==> src/rtl/mca_control_sequencer.sv <==
// -----------------------------------------------------------------------------
// mca_control_sequencer
//
// Upstream stage of the multi-cycle FIR adder tree. Shifts accepted N-bit
// control vectors into a K-entry history (K/N lookback steps x N channels).
// Every DSR-th accepted vector it freezes the history onto S_matrix and
// pulses start. Starts are spaced by at least CALC_CYCLES enabled cycles.
// A sample boundary that arrives while the tree is still busy is dropped
// and flagged on the sticky overrun output.
//
// Optional build macro: MCA_SEQ_WARMUP_EN
//   When defined, boundaries are suppressed until K/N vectors have been
//   accepted, and the extra output 'warm' reports a filled history.
//
// Ports:
//   clk           in   clock
//   resetn        in   synchronous active-low reset
//   enable        in   global run enable; 0 freezes all counters/history
//   s_in          in   [N-1:0] control vector, bit n = channel n
//   s_valid       in   s_in valid this cycle
//   clear_overrun in   clears the sticky overrun flag
//   S_matrix      out  [K-1:0] unpacked frozen history snapshot
//   start         out  one-cycle pulse, new computation
//   busy          out  adder tree computation window active
//   overrun       out  sticky, a sample boundary was dropped
//   sample_count  out  [CNT_WIDTH-1:0] starts issued, wraps
//   warm          out  (MCA_SEQ_WARMUP_EN only) history fully populated
// -----------------------------------------------------------------------------
module mca_control_sequencer #(
    parameter int unsigned K           = 256,
    parameter int unsigned N           = 8,
    parameter int unsigned DSR         = 8,
    parameter int unsigned CALC_CYCLES = 16,
    parameter int unsigned CNT_WIDTH   = 16
) (
    input  logic                 clk,
    input  logic                 resetn,
    input  logic                 enable,
    input  logic [N-1:0]         s_in,
    input  logic                 s_valid,
    input  logic                 clear_overrun,
    output logic                 S_matrix [K-1:0],
    output logic                 start,
    output logic                 busy,
    output logic                 overrun,
    output logic [CNT_WIDTH-1:0] sample_count
`ifdef MCA_SEQ_WARMUP_EN
    ,
    output logic                 warm
`endif
);

    localparam int unsigned STEPS  = K / N;
    localparam int unsigned DS_W   = (DSR > 1) ? $clog2(DSR) : 1;
    localparam int unsigned BUSY_W = $clog2(CALC_CYCLES + 1);

    logic [K-1:0]      hist;
    logic [K-1:0]      hist_shifted;
    logic [K-1:0]      snap;
    logic [DS_W-1:0]   ds_cnt;
    logic [BUSY_W-1:0] busy_cnt;

    logic accept;
    logic ds_last;
    logic boundary;
    logic launch;
    logic ovr_set;
    logic armed;

`ifdef MCA_SEQ_WARMUP_EN
    localparam int unsigned FILL_W = $clog2(STEPS + 1);
    logic [FILL_W-1:0] fill;

    // The vector accepted this cycle counts toward the fill, so the boundary
    // that completes the K/N-th accept is already allowed through.
    assign armed = (fill >= FILL_W'(STEPS - 1));
    assign warm  = (fill == FILL_W'(STEPS));
`else
    assign armed = 1'b1;
`endif

    always_comb begin
        // Shift every lookback step one place toward the MSBs; the current
        // vector lands in step 0.
        hist_shifted          = hist << N;
        hist_shifted[N-1:0]   = s_in;
    end

    always_comb begin
        accept   = enable & s_valid;
        ds_last  = (ds_cnt == DS_W'(DSR - 1));
        boundary = accept & ds_last & armed;
        launch   = boundary & (busy_cnt == '0);
        ovr_set  = boundary & (busy_cnt != '0);
    end

    always_ff @(posedge clk) begin
        if (!resetn) begin
            hist         <= '0;
            snap         <= '0;
            ds_cnt       <= '0;
            busy_cnt     <= '0;
            start        <= 1'b0;
            overrun      <= 1'b0;
            sample_count <= '0;
`ifdef MCA_SEQ_WARMUP_EN
            fill         <= '0;
`endif
        end else begin
            start <= launch;

            if (accept) begin
                hist   <= hist_shifted;
                ds_cnt <= ds_last ? '0 : ds_cnt + DS_W'(1);
`ifdef MCA_SEQ_WARMUP_EN
                if (fill != FILL_W'(STEPS))
                    fill <= fill + FILL_W'(1);
`endif
            end

            // Reload takes priority over the per-cycle countdown.
            if (launch) begin
                snap         <= hist_shifted;
                busy_cnt     <= BUSY_W'(CALC_CYCLES);
                sample_count <= sample_count + CNT_WIDTH'(1);
            end else if (enable && busy_cnt != '0) begin
                busy_cnt <= busy_cnt - BUSY_W'(1);
            end

            if (ovr_set)
                overrun <= 1'b1;
            else if (clear_overrun)
                overrun <= 1'b0;
        end
    end

    assign busy = (busy_cnt != '0);

    always_comb begin
        for (int unsigned i = 0; i < K; i++)
            S_matrix[i] = snap[i];
    end

endmodule

==> config.mk <==
export PLATFORM = sky130hd
export DESIGN_NAME = mca_control_sequencer
export DESIGN_NICKNAME = d
export VERILOG_FILES = /design/src/rtl/mca_control_sequencer.sv
export SDC_FILE = /design/constraint.sdc
export NUM_CORES = 1
export LEC_CHECK = 0
export BUFFER_PORTS_ARGS = -buffer_cell sky130_fd_sc_hd__clkbuf_2
export CAP_MARGIN = 20
export CORE_ASPECT_RATIO = 0.5
export CORE_MARGIN = 5
export CORE_UTILIZATION = 55
export DETAILED_ROUTE_END_ITERATION = 6
export GPL_ROUTABILITY_DRIVEN = 0
export PLACE_DENSITY = 0.84
export RECOVER_POWER = 50
export SLEW_MARGIN = 20
export SYNTH_ARGS = -nofsm -noshare
export SYNTH_HDL_FRONTEND = slang
export SYNTH_SLANG_ARGS = --single-unit
==> constraint.sdc <==
create_clock -name clk -period 2.5 [get_ports clk]
set_input_delay 0.5 -clock clk [delete_from_list [all_inputs] [get_ports clk]]
set_output_delay 0.5 -clock clk [all_outputs]
set_load 0.05 [all_outputs]
==> key figures <==
Clocking
  • CTS root buffer: sky130_fd_sc_hd__clkbuf_16
  • Count of hold buffers inserted by post-cts repair: 0
  • Clk Latency, worst-skew pair: 0.55 ns
  • Clock sinks: 530
  • TritonCTS clock tree: done
  • Clock-pin slew on the worst setup and hold paths: 0.07 ns
  • Clock tree buffer depth: 3
  • Number of buffers created by CTS: 44
  • # H-tree levels: 2

Yosys
  • Simple-gate share of the synthesized area: 12.8%
  • Largest area contributor in the netlist: sky130_fd_sc_hd__dfxtp_1
  • Main combinational cell family by area after synthesis: compound AO/OA/AOI/OAI gates
  • Number of synthesized flops with an enable pin: 0
  • Post-synthesis mux area share: 0%
  • Cell types with the largest area share after synthesis: sky130_fd_sc_hd__dfxtp_1 62%, sky130_fd_sc_hd__a22o_1 13%, sky130_fd_sc_hd__nand2_1 11%, sky130_fd_sc_hd__a21oi_1 7.6%, sky130_fd_sc_hd__clkbuf_1 2.4%
  • Share of synthesized cell area in full adder, half adder and majority cells: 0.291%
  • Most common flop cell mapped by yosys: sky130_fd_sc_hd__dfxtp_1
  • Combined area of all synthesized cells: 17200 sq um
  • Post-synthesis xor/xnor area fraction: 0.459%
  • Compound-cell area share of the yosys netlist: 21.2%
  • Count leader, synth: sky130_fd_sc_hd__dfxtp_1
  • Average instance area after synthesis: 9.65 sq um
  • Area share of the largest cell type after synthesis: 61.8%
  • Cells after synthesis: 1780
  • Number of unique standard cell types used by synthesis: 31
  • Net count of the mapped netlist: 1797
  • Async set-or-reset flop fraction in the synthesized netlist: 0%
  • Top cells by count, synth: 530 x sky130_fd_sc_hd__dfxtp_1, 507 x sky130_fd_sc_hd__nand2_1, 262 x sky130_fd_sc_hd__a21oi_1
  • Yosys Warn Count: 0
  • Sequential cell area fraction in the yosys report: 61.8%
  • Register bit count reported by yosys: 530

STA
  • Max-slew violation total from the final report: 90
  • Setup repair after global routing missed its margin: false
  • Maximum clock frequency: 0.419 GHz
  • Final hold violation count: 0
  • Final cycle utilization of the critical path: 95.4%
  • Worst-case headroom to the max-slew limit: -13.2%
  • Setup_tns: 0 ns
  • Transition time at the pin with the least slew margin: 1.70 ns
  • Final critical path time including I/O delays and setup: 2.39 ns
  • Clock Skew: 0.0221 ns
  • Final setup violation count: 0

Floorplan
  • Height of the die: 135 um
  • Width of the die: 260 um
  • Number of top-level pins: 288
  • Standard-cell rows: 45
  • Total Die Area: 35100 sq um
  • Placeable core area: 30600 sq um
  • Starting utilization of the core area: 56.2%

Setup path
  • Reg2reg start: busy_cnt[0]
  • CP Max Fanout: 15
  • Reg-to-reg setup timing slack: 0.23 ns
  • Type of origin of the critical path: register
  • End of the worst register-to-register path: S_matrix[230]
  • WP data arrival: 1.89 ns
  • Capturing element type of the critical path: output pin
  • Worst R2R Path Depth: 8
  • Data required, critical path: 2.00 ns
  • Worst Path Class, Setup: register to output pin

Detailed routing
  • Count of unresolved DRC violations after routing: 0
  • Routed wirelength normalized by instance count: 17.2 um
  • Drt pass-1 iters: 6
  • Routed WL: 41900 um
  • Count of routing violations after the opening detailed-route iteration: 1136
  • Vias after detailed routing: 13400
  • Antenna viol nets, final: 0
  • Number of vias per cell after detailed routing: 5.49

Layout
  • Synthesis-to-finish area growth: 17.9%
  • Final Instance Count excl. Fillers: 2445
  • Post-route core utilization: 66.3%
  • Post-layout nets: 2005
  • Proportion of layout cells with a drive suffix above 1: 11.8%
  • Filler cell count: 2467
  • Number of antenna cells inserted: 0

Min path
  • Number of cells on the worst hold path: 2
  • Endpoint of the worst hold-timing path: S_matrix[6]
  • Class of the tightest hold or removal check: input pin to register
  • Min-Delay Startpoint: s_in[6]

Status
  • Result of the run: finished with violations
  • Violated checks: capacitance limit, slew limit

Global routing
  • Antenna violations before repair: 0
  • Maximum number of pins on one net before global-route repair: 150
  • Vias in the first global route: 12300
  • Global-route wire length before repair: 65900 um
  • Total gr overflow: 0
  • GRT Total Usage: 22.4%

Placement
  • DPL Wire Length: 25800 um
  • Number of placed instances, taps included: 2365
  • I/O Buffers: 287

Power and ir drop
  • PwrDens: 819 nW/um^2
  • Worst VDD drop: 0.000532 V
  • Part of the total power dissipated in sequential elements: 51.3%
  • Net switching power of the design: 3.62 mW
  • Internal power component: 13.0 mW
  • Power share of the clock group: 44.6%
  • Switching portion of total power: 21.8%
  • Power share of the combinational group: 4.1%
  • Leakage component of the power: 7.45 nW

Run
  • Max-capacitance violation count: 1
logic make-up (layout without fill, tap and decap cells):
family                     Yosys count  in the layout
xor gates and xnor gates             9              9
and+or+nand+nor                    556            556
buffers and inverters              149            391
adders and majority gates            4              4
AOI/OAI and AO/OA                  532            532
DFF                                530            530
metal layers:
metal	up-vias	routed length (um)	global-route usage (%)
met3	79	2470	4.35
met1	6400	18400	31.0
li1	6549	-	-
met4	0	1070	6.01
met5	-	0	0
met2	399	20000	36.5
how the worst max path moves through the flow:
| stage | startpoint | end | slack (ns) |
|---|---|---|---|
| after global placement | enable | sample_count[13] | 0.36 |
| after global routing | busy_cnt[0] | busy | 0.01 |
| after floorplan | busy_cnt[0] | sample_count[13] | 0.46 |
| final | busy_cnt[0] | busy | 0.11 |
| after detailed placement | busy_cnt[0] | sample_count[15] | 0.26 |
| after CTS | busy_cnt[0] | busy | 0.05 |
power by group through the flow:
stage	Combinational (mW)	Sequential, mW	Clock, mW
6_report	0.673	8.52	7.40
5_1_grt	0.727	8.52	7.90
4_1_cts	0.678	8.52	7.53
3_5_place_dp	0.673	8.71	0
3_3_place_gp	0.656	8.71	0
2_1_floorplan	0.503	8.70	0
layout make-up:
cell class	instances	area (sq um)	area share (%)
flip-flops and latches	530	10600	52.4
multi-input cells	1101	5980	29.5
repair buffers	305	1520	7.49
clock buffers	59	1280	6.31
well taps	423	529	2.61
clock inverters	21	307	1.51
inverters	6	30.0	0.148
flip-flops by register name, summed over array words and instances (netlist names):
name	cells
start	1
S_matrix	256
sample_count	16
hist	248
ds_cnt	3
overrun	1
busy_cnt	5
cells in the final DEF (no fill, tap or decap), types with 10 or more instances in the layout:
cell	instances
sky130_fd_sc_hd__nand2_1	507
sky130_fd_sc_hd__clkbuf_1	153
sky130_fd_sc_hd__clkbuf_16	45
sky130_fd_sc_hd__clkbuf_8	10
sky130_fd_sc_hd__a21oi_1	262
sky130_fd_sc_hd__buf_12	11
sky130_fd_sc_hd__clkbuf_2	137
sky130_fd_sc_hd__dfxtp_1	530
sky130_fd_sc_hd__a22o_1	257
sky130_fd_sc_hd__nor2_1	12
worst max-delay path, cell delays in order, from the launching register on:
cell                      delay, ns
sky130_fd_sc_hd__dfxtp_1       0.31
sky130_fd_sc_hd__inv_1         0.09
sky130_fd_sc_hd__ha_1          0.21
sky130_fd_sc_hd__nor4b_4       0.28
sky130_fd_sc_hd__inv_2         0.19
sky130_fd_sc_hd__buf_2         0.26
stage by stage:
step / area [sq um] / hold WS, ns / power [mW] / setup WS (ns)
finish: 20300 / 0.189 / 16.6 / 0.114
global route: 20300 / 0.172 / 17.1 / 0.0135
CTS: 20500 / 0.165 / 16.7 / 0.0498
detailed placement: 18900 / 0.451 / 9.38 / 0.259
global placement: 18900 / 0.444 / 9.36 / 0.362
floorplan: 17200 / 0.436 / 9.20 / 0.457
repair_timing:
item / 4_1_cts / 5_1_grt
buffers inserted: 0 / 0
endpoints found under the hold margin: 0 / 0
endpoints found under the setup margin: 0 / 1
resized for setup: 0 / 1
Power figures use the tool's default switching activity.
